[src/rtl/md_hilo_ctrl.sv]
// HI/LO sequencer for the external multiply/divide unit: launch, latency count,
// result capture into HI/LO, and execute-stage stall while an operation is in flight.
module md_hilo_ctrl #(
    parameter int MUL_CYCLES = 2,
    parameter int DIV_CYCLES = 33
) (
    input  logic        clk,
    input  logic        reset,
    input  logic        md_valid,
    input  logic [1:0]  md_op,
    input  logic [31:0] md_a,
    input  logic [31:0] md_b,
    input  logic        mt_valid,
    input  logic        mt_sel,
    input  logic [31:0] mt_data,
    input  logic        mf_valid,
    input  logic [63:0] unit_result,
    output logic        unit_start,
    output logic [1:0]  unit_op,
    output logic [31:0] unit_a,
    output logic [31:0] unit_b,
    output logic        stop,
    output logic        busy,
    output logic        md_complete,
    output logic [63:0] md_result,
    output logic [31:0] hi,
    output logic [31:0] lo
);

    typedef enum logic {S_IDLE = 1'b0, S_RUN = 1'b1} state_t;

    localparam logic [5:0] MUL_LOAD = 6'(MUL_CYCLES - 1);
    localparam logic [5:0] DIV_LOAD = 6'(DIV_CYCLES - 1);

    state_t      r_state;
    state_t      w_next;
    logic [5:0]  r_cnt;
    logic        r_start;
    logic        r_complete;
    logic [1:0]  r_op;
    logic [31:0] r_a;
    logic [31:0] r_b;
    logic [31:0] r_hi;
    logic [31:0] r_lo;
    logic [63:0] r_result;
    logic        w_accept;
    logic        w_mt_wr;
    logic        w_done;

    always_ff @(posedge clk or posedge reset) begin
        if (reset) begin
            r_state <= S_IDLE;
        end else begin
            r_state <= w_next;
        end
    end

    always_comb begin
        w_next = r_state;
        unique case (r_state)
            S_IDLE: if (md_valid) w_next = S_RUN;
            S_RUN:  if (r_cnt == 6'd0) w_next = S_IDLE;
        endcase
    end

    // An MD issue takes the slot; a simultaneous MTHI/MTLO is dropped.
    always_comb begin
        w_accept = 1'b0;
        w_mt_wr  = 1'b0;
        w_done   = 1'b0;
        unique case (r_state)
            S_IDLE: begin
                w_accept = md_valid;
                w_mt_wr  = mt_valid & ~md_valid;
            end
            S_RUN: w_done = (r_cnt == 6'd0);
        endcase
    end

    always_ff @(posedge clk or posedge reset) begin
        if (reset) begin
            r_cnt      <= 6'd0;
            r_start    <= 1'b0;
            r_complete <= 1'b0;
            r_op       <= 2'd0;
            r_a        <= 32'd0;
            r_b        <= 32'd0;
            r_hi       <= 32'd0;
            r_lo       <= 32'd0;
            r_result   <= 64'd0;
        end else begin
            r_start    <= w_accept;
            r_complete <= w_done;
            if (w_accept) begin
                r_op  <= md_op;
                r_a   <= md_a;
                r_b   <= md_b;
                r_cnt <= md_op[1] ? DIV_LOAD : MUL_LOAD;
            end else if (r_state == S_RUN && r_cnt != 6'd0) begin
                r_cnt <= r_cnt - 6'd1;
            end
            if (w_done) begin
                r_hi     <= unit_result[63:32];
                r_lo     <= unit_result[31:0];
                r_result <= unit_result;
            end else if (w_mt_wr) begin
                if (mt_sel) begin
                    r_hi <= mt_data;
                end else begin
                    r_lo <= mt_data;
                end
            end
        end
    end

    assign busy        = (r_state == S_RUN);
    assign stop        = busy & (md_valid | mf_valid | mt_valid);
    assign unit_start  = r_start;
    assign unit_op     = r_op;
    assign unit_a      = r_a;
    assign unit_b      = r_b;
    assign md_complete = r_complete;
    assign md_result   = r_result;
    assign hi          = r_hi;
    assign lo          = r_lo;

endmodule

[config.mk]
export PLATFORM = sky130hd
export DESIGN_NAME = md_hilo_ctrl
export DESIGN_NICKNAME = d
export VERILOG_FILES = /design/src/rtl/md_hilo_ctrl.sv
export SDC_FILE = /design/constraint.sdc
export NUM_CORES = 1
export LEC_CHECK = 0
export BUFFER_PORTS_ARGS = -buffer_cell sky130_fd_sc_hd__buf_2
export CORE_MARGIN = 10
export CORE_UTILIZATION = 52
export CTS_CLUSTER_DIAMETER = 30
export DETAILED_ROUTE_END_ITERATION = 7
export PLACE_DENSITY = 0.89
export SYNTH_ARGS = -nofsm -noshare
export SYNTH_HDL_FRONTEND = slang
export SYNTH_SLANG_ARGS = --single-unit
export TNS_END_PERCENT = 1
[constraint.sdc]
create_clock -name clk -period 11.7 [get_ports clk]
set_input_delay 0.585 -clock clk [delete_from_list [all_inputs] [get_ports clk]]
set_output_delay 0.585 -clock clk [all_outputs]
set_load 0.005 [all_outputs]
# After elaboration in Yosys (flattened, before gate mapping)
# Cells that the tools add are included.
dict set report totals {
  elab_cells 41
  reg_bits 203
  in_bits 168
  output_inout_bits 198
}
dict set report op_classes {
  eq_ne 1
  addsub 1
  bitwise 6
  reduce_logical 8
  muxes 15
}
# cell n
set op_table {}
lappend op_table {{$mux W32} 6}
lappend op_table {{$mux W6} 3}
lappend op_table {{$logic_not A6 Y1} 1}
lappend op_table {{$reduce_bool A2 Y1} 3}
lappend op_table {{$reduce_bool A6 Y1} 1}
lappend op_table {{$sub A6 B1 Y6 const B} 1}
lappend op_table {{$mux W1} 5}
lappend op_table {{$reduce_and A2 Y1} 2}
lappend op_table {{$and A1 B1 Y1} 2}
lappend op_table {{$ne A2 B1 Y1 const B} 1}
lappend op_table {{$not A1 Y1} 2}
lappend op_table {{$or A1 B1 Y1} 2}
lappend op_table {{$pmux W1 S2} 1}
lappend op_table {{$logic_and A1 B1 Y1} 1}

# Depth between registers and ports, before layout
dict set report logic_depth {
  ltp_word 5
  mapped_depth 8
}

# Least setup slack after synthesis
# No wires, ideal clock.
dict set report synth_timing {
  path_kind {input to register}
  start {in md_valid}
  end {reg r_lo[20] (netlist: lo[20])}
  setup_slack_ns 9.635
  t_arrival_ns 1.937
  cell_stages 5
  required_time_ns 11.572
  path_cell_list {buf_2 nor4b_4 buf_6 mux2_2 mux2_1}
}
dict set report synth_between {
  elab_chain_len 5
}
# element line
set synth_lines {}
lappend synth_lines {{start: declaration} 9} ;# input logic md_valid,
lappend synth_lines {{$not A1 Y1} 74} ;# w_mt_wr = mt_valid & ~md_valid;
lappend synth_lines {{$and A1 B1 Y1} 74}
lappend synth_lines {{$mux W1} 71} ;# unique case (r_state)
lappend synth_lines {{$reduce_bool A2 Y1 (no source line)} --}
lappend synth_lines {{$reduce_and A2 Y1 (no source line)} --}
lappend synth_lines {{end signal: assignment} 104} ;# r_lo <= unit_result[31:0];
lappend synth_lines {{end signal: assignment} 110} ;# r_lo <= mt_data;
lappend synth_lines {{end: declaration} 44} ;# logic [31:0] r_lo;
# No other way between the ends.
# A chain may end at the register's enable or synchronous reset.

# Final worst setup path
dict set report layout_timing {
  start {reg r_cnt[0]}
  end {reg r_hi[18] (netlist: hi[18])}
}
dict set report layout_between {
  elab_chain_len 4
  elab_cells_between_ends 6
  classes_between {2 x mux; 4 x reduce/logical}
}
# element line
set layout_lines {}
lappend layout_lines {{start: declaration} 37} ;# logic [5:0] r_cnt;
lappend layout_lines {{start signal: assignment} 98} ;# r_cnt <= md_op[1] ? DIV_LOAD : MUL_LOAD;
lappend layout_lines {{start signal: assignment} 100} ;# r_cnt <= r_cnt - 6'd1;
lappend layout_lines {{$logic_not A6 Y1 (*)} 76} ;# S_RUN: w_done = (r_cnt == 6'd0);
lappend layout_lines {{$mux W1 (*)} 71}
lappend layout_lines {{$reduce_bool A2 Y1 (no source line)} --}
lappend layout_lines {{$reduce_and A2 Y1 (no source line)} --}
lappend layout_lines {{end signal: assignment} 103} ;# r_hi <= unit_result[63:32];
lappend layout_lines {{end signal: assignment} 108} ;# r_hi <= mt_data;
lappend layout_lines {{end: declaration} 43} ;# logic [31:0] r_hi;
# Mark *: on every way between the ends. The rest lies on a longest branch, timed or not.

==> impl_metrics.prom <==
# TYPE chip_impl_metric gauge
chip_impl_info{name="clock-root-buffer",value="clkbuf_16"} 1
chip_impl_metric{name="placement_rows",unit=""} 46
chip_impl_metric{name="firstDrtPassIters",unit=""} 4
chip_impl_metric{name="global_route_wire_length_before_repair",unit="um"} 41340
chip_impl_metric{name="hold_ws",unit="ns"} 0.2471
chip_impl_info{name="cts_tree",value="yes"} 1
chip_impl_metric{name="report.final.hold_viol_count",unit=""} 0
chip_impl_info{name="worstPathCellList",value="inv_1 -> ha_1 -> nor2b_1 -> nand3_4 -> buf_4 -> mux2_2"} 1
chip_impl_metric{name="port_buffers",unit=""} 365
chip_impl_info{name="slowest_stage_cell_on_the_critical_path",value="buf_4"} 1
chip_impl_metric{name="design.core.area",unit="mm2"} 0.01606
chip_impl_info{name="synth.largest_area_cell",value="dfrtp_1"} 1
chip_impl_metric{name="yosysTopAreaCellShare",unit=""} 0.5899
chip_impl_metric{name="layout.nets",unit=""} 1217
chip_impl_metric{name="synth_cell_types",unit=""} 34
chip_impl_metric{name="drt-met1-wl",unit="um"} 9274
chip_impl_metric{name="synth_warnings",unit=""} 0
chip_impl_metric{name="finalCritPeriodShare",unit=""} 0.2575
chip_impl_info{name="dominantRegCellSynth",value="dfrtp_1"} 1
chip_impl_metric{name="drt-wirelength-per-cell",unit="um"} 21.20
chip_impl_metric{name="routed_via_density",unit=""} 5.189
chip_impl_metric{name="maximum_level_of_the_cts_h_tree",unit=""} 2
chip_impl_metric{name="yosysSeqAreaShare",unit=""} 0.5899
chip_impl_info{name="outcome",value="complete, no violations"} 1
chip_impl_metric{name="place_worst_setup_slack",unit="ns"} 8.724
chip_impl_info{name="r2r_end",value="hi[18]"} 1
chip_impl_metric{name="ioPinCount",unit=""} 366
chip_impl_metric{name="filler_cell_count",unit=""} 1028
chip_impl_metric{name="max_clock_freq",unit="GHz"} 0.3319
chip_impl_metric{name="drc",unit=""} 0
chip_impl_metric{name="totalWireLength",unit="um"} 27430
chip_impl_metric{name="cts_num_sinks",unit=""} 203
chip_impl_metric{name="fp.dieH",unit="um"} 148.7
chip_impl_metric{name="finalSetupViolCount",unit=""} 0
chip_impl_metric{name="initial_core_util",unit=""} 0.5363
chip_impl_metric{name="grt_pass1_vias",unit=""} 7485
chip_impl_metric{name="ir_worst_vdd",unit="mV"} 0.1081
chip_impl_metric{name="initialDrtViolationCount",unit=""} 244
chip_impl_metric{name="setup_slack",unit="ns"} 8.687
chip_impl_metric{name="final-max-slew-violation-count",unit=""} 0
chip_impl_metric{name="die_area",unit="mm2"} 0.02211
chip_impl_metric{name="crit_path_max_fanout",unit=""} 70
chip_impl_metric{name="critical_path.max_stage_delay",unit="ns"} 0.82
chip_impl_metric{name="die_w",unit="um"} 148.7
chip_impl_metric{name="dp_hpwl",unit="um"} 19390
chip_impl_metric{name="synth.ff_latch_count",unit=""} 203
chip_impl_info{name="mostFrequentLayoutCell",value="buf_2"} 1
chip_impl_metric{name="gr-usage-all-layers",unit=""} 0.2380
chip_impl_metric{name="flow.area_growth_from_synthesis",unit="%"} 38.15
chip_impl_info{name="critical_path.endpoint_type",value="flip-flop"} 1
chip_impl_metric{name="postCtsResizedCells",unit=""} 0
chip_impl_metric{name="fin_worst_skew",unit="ns"} 0.01199
chip_impl_info{name="worst_path_class_setup",value="reg -> reg"} 1
chip_impl_metric{name="timing.slew.headroom",unit=""} 0.2838
chip_impl_metric{name="final_layout_size_suffix_gt1_frac",unit=""} 0.5859
chip_impl_metric{name="globalRouteOverflowTotal",unit=""} 0
chip_impl_info{name="cp-start-kind",value="flip-flop"} 1
chip_impl_metric{name="antenna_found_initial",unit=""} 3
chip_impl_metric{name="post_cts_setup_buffers",unit=""} 0
chip_impl_metric{name="cts-hold-fix-buffers",unit=""} 0
chip_impl_metric{name="grt_start_max_net_pins",unit=""} 129
chip_impl_metric{name="route.met3.wl",unit="um"} 2925
chip_impl_metric{name="max-clock-path-buffers",unit=""} 3
chip_impl_metric{name="tritoncts.num_buffers",unit=""} 39
chip_impl_info{name="top_metal_layer_carrying_routed_signals",value="met5"} 1
chip_impl_metric{name="areal_power_density_over_the_cells",unit="mW/mm2"} 169.4
chip_impl_metric{name="num_vias",unit=""} 6715
chip_impl_metric{name="postLayoutCoreUtil",unit=""} 0.7409
chip_impl_metric{name="synth_area",unit="mm2"} 0.008612
chip_impl_metric{name="synth_cells",unit=""} 676
chip_impl_metric{name="insertion_delay",unit="ns"} 0.49
chip_impl_metric{name="synth-async-reset-ratio",unit=""} 1.000
chip_impl_metric{name="setup.reg_to_reg.worst_slack",unit="ns"} 8.69
chip_impl_metric{name="fin_crit",unit="ns"} 3.013
chip_impl_metric{name="power.static_leakage",unit="nW"} 6.185
chip_impl_metric{name="post_syn_area_per_cell",unit="um2"} 12.74
chip_impl_info{name="netlist_top_cells_area",value="dfrtp_1, mux2_2, nand2_1"} 1
chip_impl_metric{name="cp.required",unit="ns"} 12.07
chip_impl_metric{name="met2_wirelength",unit="um"} 14420
chip_impl_info{name="grt_setup_unrepaired",value="false"} 1
chip_impl_metric{name="finalSetupTns",unit="ns"} 0
chip_impl_metric{name="clkSlewWorstSetupHoldPaths",unit="ns"} 0.05
chip_impl_metric{name="ant_nets",unit=""} 0
chip_impl_metric{name="worst_r2r_path_depth",unit=""} 6
chip_impl_info{name="hold_path_class",value="in -> async"} 1
chip_impl_metric{name="gp_congestion",unit=""} 0.8548
chip_impl_metric{name="synth_nets",unit=""} 845
chip_impl_info{name="reg2reg_from",value="r_cnt[0]"} 1
chip_impl_metric{name="cap_violations",unit=""} 0
chip_impl_metric{name="number_of_enable_type_register_cells_in_the_synthesized_netlist",unit=""} 0
chip_impl_info{name="layout.cells.most_common_list",value="buf_2, nand2_1, dfrtp_1"} 1
chip_impl_metric{name="worst_ep_arrival_time",unit="ns"} 3.38
chip_impl_metric{name="worst-slew-pin-transition",unit="ns"} 1.074
[metal layers]
metal / vias to the layer above / GRT usage
met2: 331 / 0.4307
met5: - / 0
met4: 2 / 0.1026
li1: 3026 / -
met1: 3299 / 0.2326
met3: 57 / 0.09800
[power breakdown]
group / switching (mW) / total, mW / internal [mW] / leakage, nW
clock network: 0.365 / 1.12 / 0.750 / 0.649
registers: 0.0200 / 0.758 / 0.738 / 2.45
logic: 0.0682 / 0.142 / 0.0743 / 3.09
total: 0.454 / 2.02 / 1.56 / 6.18
[cell usage after synthesis (all sizes together), types with 2 or more instances]
cell type	instances
nand2	203
clkbuf	10
nor3	2
nor2	2
o31a	2
o21ai	3
buf	29
mux2i	2
inv	7
mux2	192
o31ai	3
nand3	3
dfrtp	203
[state kept, by name (all words and copies together) (netlist names)]
name and count:
hi 32, r_cnt 6, unit_op 2, md_complete 1, unit_b 32, busy 1, unit_a 32, lo 32
unit_start 1, md_result 64
[area by class of cell]
| type | instances | area [um2] | area share |
|---|---|---|---|
| clock inverter | 20 | 241.5 | 0.02030 |
| sequential | 203 | 5080 | 0.4270 |
| multi-input combinational | 427 | 3316 | 0.2787 |
| antenna | 1 | 2.502 | 0.0002103 |
| inverter | 7 | 33.78 | 0.002839 |
| tap | 216 | 270.3 | 0.02272 |
| clock buffer | 50 | 1090 | 0.09160 |
| timing repair buffer | 370 | 1864 | 0.1567 |
[worst max-delay path by stage]
stage,startpoint,to,depth (start not counted)
global placement,r_cnt[0],md_result[46],6
detailed placement,r_cnt[0],lo[20],6
global route,r_cnt[0],lo[22],6
finish,r_cnt[0],hi[18],6
floorplan,reset,busy,1
CTS,r_cnt[0],lo[21],6
[logic make-up after synthesis]
logic type	count (synthesis)	synth area share
simple gates	219	0.1026
flops	203	0.5899
compound gates	13	0.01104
mux	194	0.2665
buf+inv	46	0.02862
fa+ha+maj	1	0.001453
[critical path, delay by kind of cell (launching register included)]
family	cells	cell delay [ns]
buf+inv	2	0.90
simple gates	2	0.84
mux	1	0.43
flops	1	0.41
fa+ha+maj	1	0.24
[metrics by stage]
stage / instance area [um2] / cells / power [mW]
finish: 11900 / 1294 / 2.016
global route: 11900 / 1294 / 2.087
CTS: 11900 / 1293 / 2.037
detailed placement: 10560 / 1223 / 0.9102
global placement: 10560 / 1223 / 0.9025
floorplan: 8612 / 676 / 0.8202
(Power assumes the default switching activity.)
